[config.mk]
export PLATFORM = sky130hd
export DESIGN_NAME = can_crc_ctrl
export DESIGN_NICKNAME = d
export VERILOG_FILES = /design/src/rtl/can_crc_ctrl.sv
export SDC_FILE = /design/constraint.sdc
export NUM_CORES = 1
export LEC_CHECK = 0
export ABC_AREA = 1
export BUFFER_PORTS_ARGS = -buffer_cell sky130_fd_sc_hd__buf_2
export CAP_MARGIN = 20
export CELL_PAD_IN_SITES_DETAIL_PLACEMENT = 1
export CELL_PAD_IN_SITES_GLOBAL_PLACEMENT = 1
export CORE_MARGIN = 2
export CORE_UTILIZATION = 33
export DETAILED_ROUTE_END_ITERATION = 10
export PLACE_DENSITY_LB_ADDON = 0.05
export SLEW_MARGIN = 0
export SYNTH_ARGS = -nofsm -noshare
export SYNTH_HDL_FRONTEND = slang
export SYNTH_SLANG_ARGS = --single-unit
[constraint.sdc]
create_clock -name clk -period 6.3 [get_ports clk]
set_input_delay 1.26 -clock clk [delete_from_list [all_inputs] [get_ports clk]]
set_output_delay 1.26 -clock clk [all_outputs]
set_load 0.03 [all_outputs]
[src/rtl/can_crc_ctrl.sv]
// ---------------------------------------------------------------------------
// can_crc_ctrl
// Sequencer for the 64-bit parallel CAN CRC-15 engine (poly 0x4599).
// Destuffed frame bits arrive one per cycle, are packed into 64-bit words
// (first bit at [63]) and handed to the external engine. Bits left over after
// the last full word are folded in by an internal bit-serial LFSR, after which
// the final CRC is presented on crc_out with crc_valid.
//
// Optional feature macro: CAN_CRC_SELFCHECK_EN
//   Adds a shadow bit-serial CRC over every accepted bit and the sticky
//   err_selfcheck output, set in DONE when the shadow disagrees with crc_out.
//
// Ports
//   clk, rst          clock; asynchronous active-high reset
//   start             begin a new frame (priority over everything else)
//   bit_valid/bit_in  frame bit stream, transmission order
//   bit_last          marks the final CRC-covered bit
//   bit_ready         bits are accepted this cycle (COLLECT only)
//   busy              frame in progress, start until crc_valid
//   crc_valid/crc_out final CRC, held until next start
//   err_overrun       sticky: bit_valid seen while bit_ready=0
//   eng_clr           engine synchronous clear
//   eng_en/eng_data   engine update strobe and 64-bit data word
//   eng_crc           engine register, valid the cycle after eng_en
//   err_selfcheck     sticky shadow-CRC mismatch (macro builds only)
// ---------------------------------------------------------------------------
module can_crc_ctrl (
   input  logic        clk,
   input  logic        rst,
   input  logic        start,
   input  logic        bit_valid,
   input  logic        bit_in,
   input  logic        bit_last,
   output logic        bit_ready,
   output logic        busy,
   output logic        crc_valid,
   output logic [14:0] crc_out,
   output logic        err_overrun,
   output logic        eng_clr,
   output logic        eng_en,
   output logic [63:0] eng_data,
   input  logic [14:0] eng_crc
`ifdef CAN_CRC_SELFCHECK_EN
   ,
   output logic        err_selfcheck
`endif
);

   typedef enum logic [2:0] {IDLE, COLLECT, WAIT, TAIL, DONE} state_t;

   state_t      state, state_nxt;
   logic [5:0]  count;
   logic [63:0] sreg;
   logic [14:0] lfsr;
   logic        word_seen;
   // Set when the final bit also completed a word: that word's engine result
   // only becomes visible on the first DONE cycle, so it is taken from eng_crc
   // there instead of from the WAIT load.
   logic        eng_late;
   logic [63:0] word_nxt;

   function automatic logic [14:0] crc15_step(input logic [14:0] crc, input logic b);
      logic fb;
      fb = b ^ crc[14];
      return {crc[13:0], 1'b0} ^ (fb ? 15'h4599 : 15'h0000);
   endfunction

   assign word_nxt = {sreg[62:0], bit_in};

   always_comb begin
      state_nxt = state;
      bit_ready = 1'b0;
      busy      = 1'b0;
      crc_valid = 1'b0;
      crc_out   = 15'h0000;
      case (state)
         IDLE: ;
         COLLECT: begin
            bit_ready = 1'b1;
            busy      = 1'b1;
            if (bit_valid && bit_last)
               state_nxt = WAIT;
         end
         WAIT: begin
            busy      = 1'b1;
            state_nxt = (count == 6'd0) ? DONE : TAIL;
         end
         TAIL: begin
            busy = 1'b1;
            if (count == 6'd1)
               state_nxt = DONE;
         end
         DONE: begin
            crc_valid = 1'b1;
            crc_out   = eng_late ? eng_crc : lfsr;
         end
         default: state_nxt = IDLE;
      endcase
      if (start)
         state_nxt = COLLECT;
   end

   always_ff @(posedge clk or posedge rst) begin
      if (rst) begin
         state       <= IDLE;
         count       <= 6'd0;
         sreg        <= 64'd0;
         lfsr        <= 15'h0000;
         word_seen   <= 1'b0;
         eng_late    <= 1'b0;
         err_overrun <= 1'b0;
         eng_clr     <= 1'b0;
         eng_en      <= 1'b0;
         eng_data    <= 64'd0;
      end else begin
         state   <= state_nxt;
         eng_clr <= start;
         eng_en  <= 1'b0;
         if (start) begin
            count       <= 6'd0;
            sreg        <= 64'd0;
            lfsr        <= 15'h0000;
            word_seen   <= 1'b0;
            eng_late    <= 1'b0;
            err_overrun <= 1'b0;
         end else begin
            if (bit_valid && !bit_ready)
               err_overrun <= 1'b1;
            case (state)
               COLLECT: begin
                  if (bit_valid) begin
                     sreg  <= word_nxt;
                     count <= count + 6'd1;
                     // 64th bit of a word: issue it; count wraps to 0 by itself
                     if (count == 6'd63) begin
                        eng_data  <= word_nxt;
                        eng_en    <= 1'b1;
                        word_seen <= 1'b1;
                        eng_late  <= bit_last;
                     end
                  end
               end
               WAIT: lfsr <= word_seen ? eng_crc : 15'h0000;
               TAIL: begin
                  // remaining bits sit in sreg[count-1:0], oldest at the top
                  lfsr  <= crc15_step(lfsr, sreg[count - 6'd1]);
                  count <= count - 6'd1;
               end
               DONE: begin
                  if (eng_late) begin
                     lfsr     <= eng_crc;
                     eng_late <= 1'b0;
                  end
               end
               default: ;
            endcase
         end
      end
   end

`ifdef CAN_CRC_SELFCHECK_EN
   logic [14:0] shadow;

   always_ff @(posedge clk or posedge rst) begin
      if (rst) begin
         shadow        <= 15'h0000;
         err_selfcheck <= 1'b0;
      end else if (start) begin
         shadow        <= 15'h0000;
         err_selfcheck <= 1'b0;
      end else begin
         if (state == COLLECT && bit_valid)
            shadow <= crc15_step(shadow, bit_in);
         if (state == DONE && crc_out != shadow)
            err_selfcheck <= 1'b1;
      end
   end
`endif

endmodule

==> reports/qor.csv <==
stage,metric,value,unit
worst_setup_path,r2r endpoint,lfsr[0],
timing,RSZ-0062 raised after global routing,false,
synth,synthesized flop and latch total,157,
synth,most common cell in the netlist,nand2_1,
global_route,largest net degree at the start of global routing,84,
place,DP HPWL,14.69,mm
power_and_ir_drop,Leak,0.004027,uW
global_route,GR Util All Layers,0.1858,
worst_setup_path,r2r worst-path depth,14,
global_route,"Most Used Layer, Global Route",met2,
global_route,first-pass GRT wire length,35.54,mm
place,IO Port Bufs,105,
route,per-cell routed wire length,17.13,um
synth,"EDFF count, synth",0,
synth,Synthesis Warnings,0,
synth,Netlist Area Pre-Place,7422,um^2
floorplanning,Starting Density,0.3380,
layout,Filler cells,2606,
timing,TNS Setup,0,ns
route,Remaining DRCs,0,
route,drt initial violations,318,
timing,worst clock skew,0.01854,ns
layout,Reg area,3929,um^2
timing,final hold viol count,0,
layout,n_diodes,0,
worst_setup_path,CP arrival,2.25,ns
synth,share of the synthesized area in the top cell type,0.5293,
hold_path,hold path cells,2,
cts,Num CTS Buffers,17,
global_route,met3 usage,0.03861,
place,GP Congestion,0.8365,
synth,Synth area leader,dfrtp_1,
global_route,met1 usage,0.2560,
worst_setup_path,Setup crit end kind,output pin,
floorplanning,Die Y,154.0,um
floorplanning,Core Box Area,21960,um^2
timing,min Tclk post-route,3.511,ns
cts,deepest clock path buffer count,2,
layout,area grow syn2layout,17.06,%
synth,ranking of synthesized cells by area,"dfrtp_1 (53%), nand2_1 (10%), o22ai_1 (5.6%), nand3_1 (4.9%), inv_1 (4.5%)",
route,drt total wl,21.10,mm
layout,share of post-route cells with drive strength above 1,0.2164,
synth,Synth Net Count,882,
synth,register area share after synthesis,0.5293,
timing,period utilisation layout,0.5573,
synth,top post-synthesis cells by count,"nand2_1 (204), dfrtp_1 (157), inv_1 (89)",
synth,ys flop type,dfrtp_1,
place,dpl cells,1199,
status,outcome,"complete, no violations",
synth,library cells used by synthesis,38,
global_route,GR Util met2,0.2970,
floorplanning,row count,54,
worst_setup_path,Required @ worst endpoint,5.04,ns
layout,Layout Cells excl Fill,1232,
timing,highest clock rate,0.2848,GHz
synth,syn_area_per_cell,8.650,um^2
global_route,"Remaining Overflow, GRT",0,
layout,Layout Nets,963,
cts,Worst-path clk slew,0.06,ns
power_and_ir_drop,Cell Pwr Density,411.6,nW/um^2
route,First-pass DRT Iterations,4,
synth,Mapped Cells,858,
worst_setup_path,CP max FO,16,
worst_setup_path,Crit. Startpoint,eng_late,
power_and_ir_drop,worst vdd ir,0.0002274,V
power_and_ir_drop,total power,3576,uW
worst_setup_path,CP startpoint kind,register,
cts,CTS tree,yes,
floorplanning,die width,154.0,um
synth,"Async S/R FF share, synth",1.000,
timing,Least-Margin Pin Slew,1.087,ns
route,Routed Antenna Nets,0,
global_route,initial antenna violation count,0,
worst_setup_path,Crit Path Class,reg -> out,
worst_setup_path,R2R setup slack,3.08,ns
cts,H-tree levels,4,
cts,# hold bufs at CTS,0,
cts,# resized after CTS,0,
timing,Final setup viols,0,
cts,CTS Sinks,157,
layout,multi-input logic area,2849,um^2
floorplanning,I/O pin total,106,
worst_setup_path,CP endpoint,crc_out[14],
cts,Post-CTS Setup Inserts,0,
global_route,vias in the first global route,6751,
cts,Worst-Skew Late Latency,0.43,ns
layout,final core utilization,0.3957,
timing,"Slew Viols, Final",0,
hold_path,Hold Path Class,reg -> reg,
route,vias per cell,5.073,
route,vias,6250,
job,number of max-cap violations,0,
worst_setup_path,worst r2r src,count[0],
timing,Max-slew headroom,0.2727,
cts,root buf cell,clkbuf_16,
floorplanning,die footprint,23710,um^2
==> layer usage <==
| layer | routed length (um) | vias to the layer above |
|---|---|---|
| met5 | 0 | - |
| met4 | 289 | 0 |
| met3 | 633 | 27 |
| met2 | 9778 | 109 |
| met1 | 10400 | 3094 |
| li1 | - | 3020 |
==> how the worst min path moves through the flow <==
stage	start	endpoint	slack (ns)
final	eng_data[36]	eng_data[36]	0.48
after global routing	eng_data[20]	eng_data[20]	0.51
after CTS	eng_data[36]	eng_data[36]	0.48
after detailed placement	eng_data[36]	eng_data[36]	0.47
after global placement	eng_data[38]	eng_data[38]	0.46
after floorplan	lfsr[10]	lfsr[10]	0.47
==> critical path, stage by stage, from the launching register on <==
cell and delay, ns:
dfrtp_1 0.62, inv_1 0.56, nand2_1 0.10, a21oi_1 0.29, buf_2 0.26
==> power breakdown <==
| group | switching, uW | internal (uW) | leakage, uW |
|---|---|---|---|
| clock | 454 | 536 | 0.000268 |
| sequential | 80.6 | 1060 | 0.00218 |
| combinational | 998 | 443 | 0.00158 |
==> layout make-up <==
class                      instances  share of cell area
multi-input combinational        546              0.3279
timing repair buffer             111             0.06711
clock inverter                    12             0.01181
sequential                       157              0.4522
clock buffer                      20             0.05256
tap                              280             0.04032
inverter                         106             0.04810
==> flip-flops by register name, indices dropped and copies added (netlist names) <==
signal	count
state	3
err_overrun	1
eng_clr	1
word_seen	1
eng_en	1
eng_data	64
eng_late	1
sreg	64
count	6
lfsr	15
==> stage by stage <==
| step | worst slack, ns | hold slack, ns | instance area [um^2] |
|---|---|---|---|
| finish | 2.789 | 0.4803 | 8688 |
| global route | 2.510 | 0.5119 | 8688 |
| CTS | 2.738 | 0.4844 | 8668 |
| detailed placement | 3.022 | 0.4686 | 8109 |
| global placement | 3.055 | 0.4624 | 8109 |
| floorplan | 0.8051 | 0.4716 | 7422 |
==> cells by family (layout without fill, tap and decap cells) <==
group,Yosys count,count (layout),synth area share
buf+inv,155,249,0.08884
xor+xnor,4,4,0.008262
compound gates,198,198,0.1519
simple gates,341,341,0.2166
fa+ha+maj,3,3,0.005058
flops,157,157,0.5293
==> layout by cell type, fill, tap and decap left out, types with 15 or more instances in the layout <==
cell type  count
a21oi_1       36
buf_2        105
clkbuf_16     17
dfrtp_1      157
inv_1         88
nand2_1      202
nand3_1       72
nand3_2       15
nor2_1        17
o21ai_0       35
o21ai_1       41
o22ai_1       67
(Power assumes the default switching activity.)
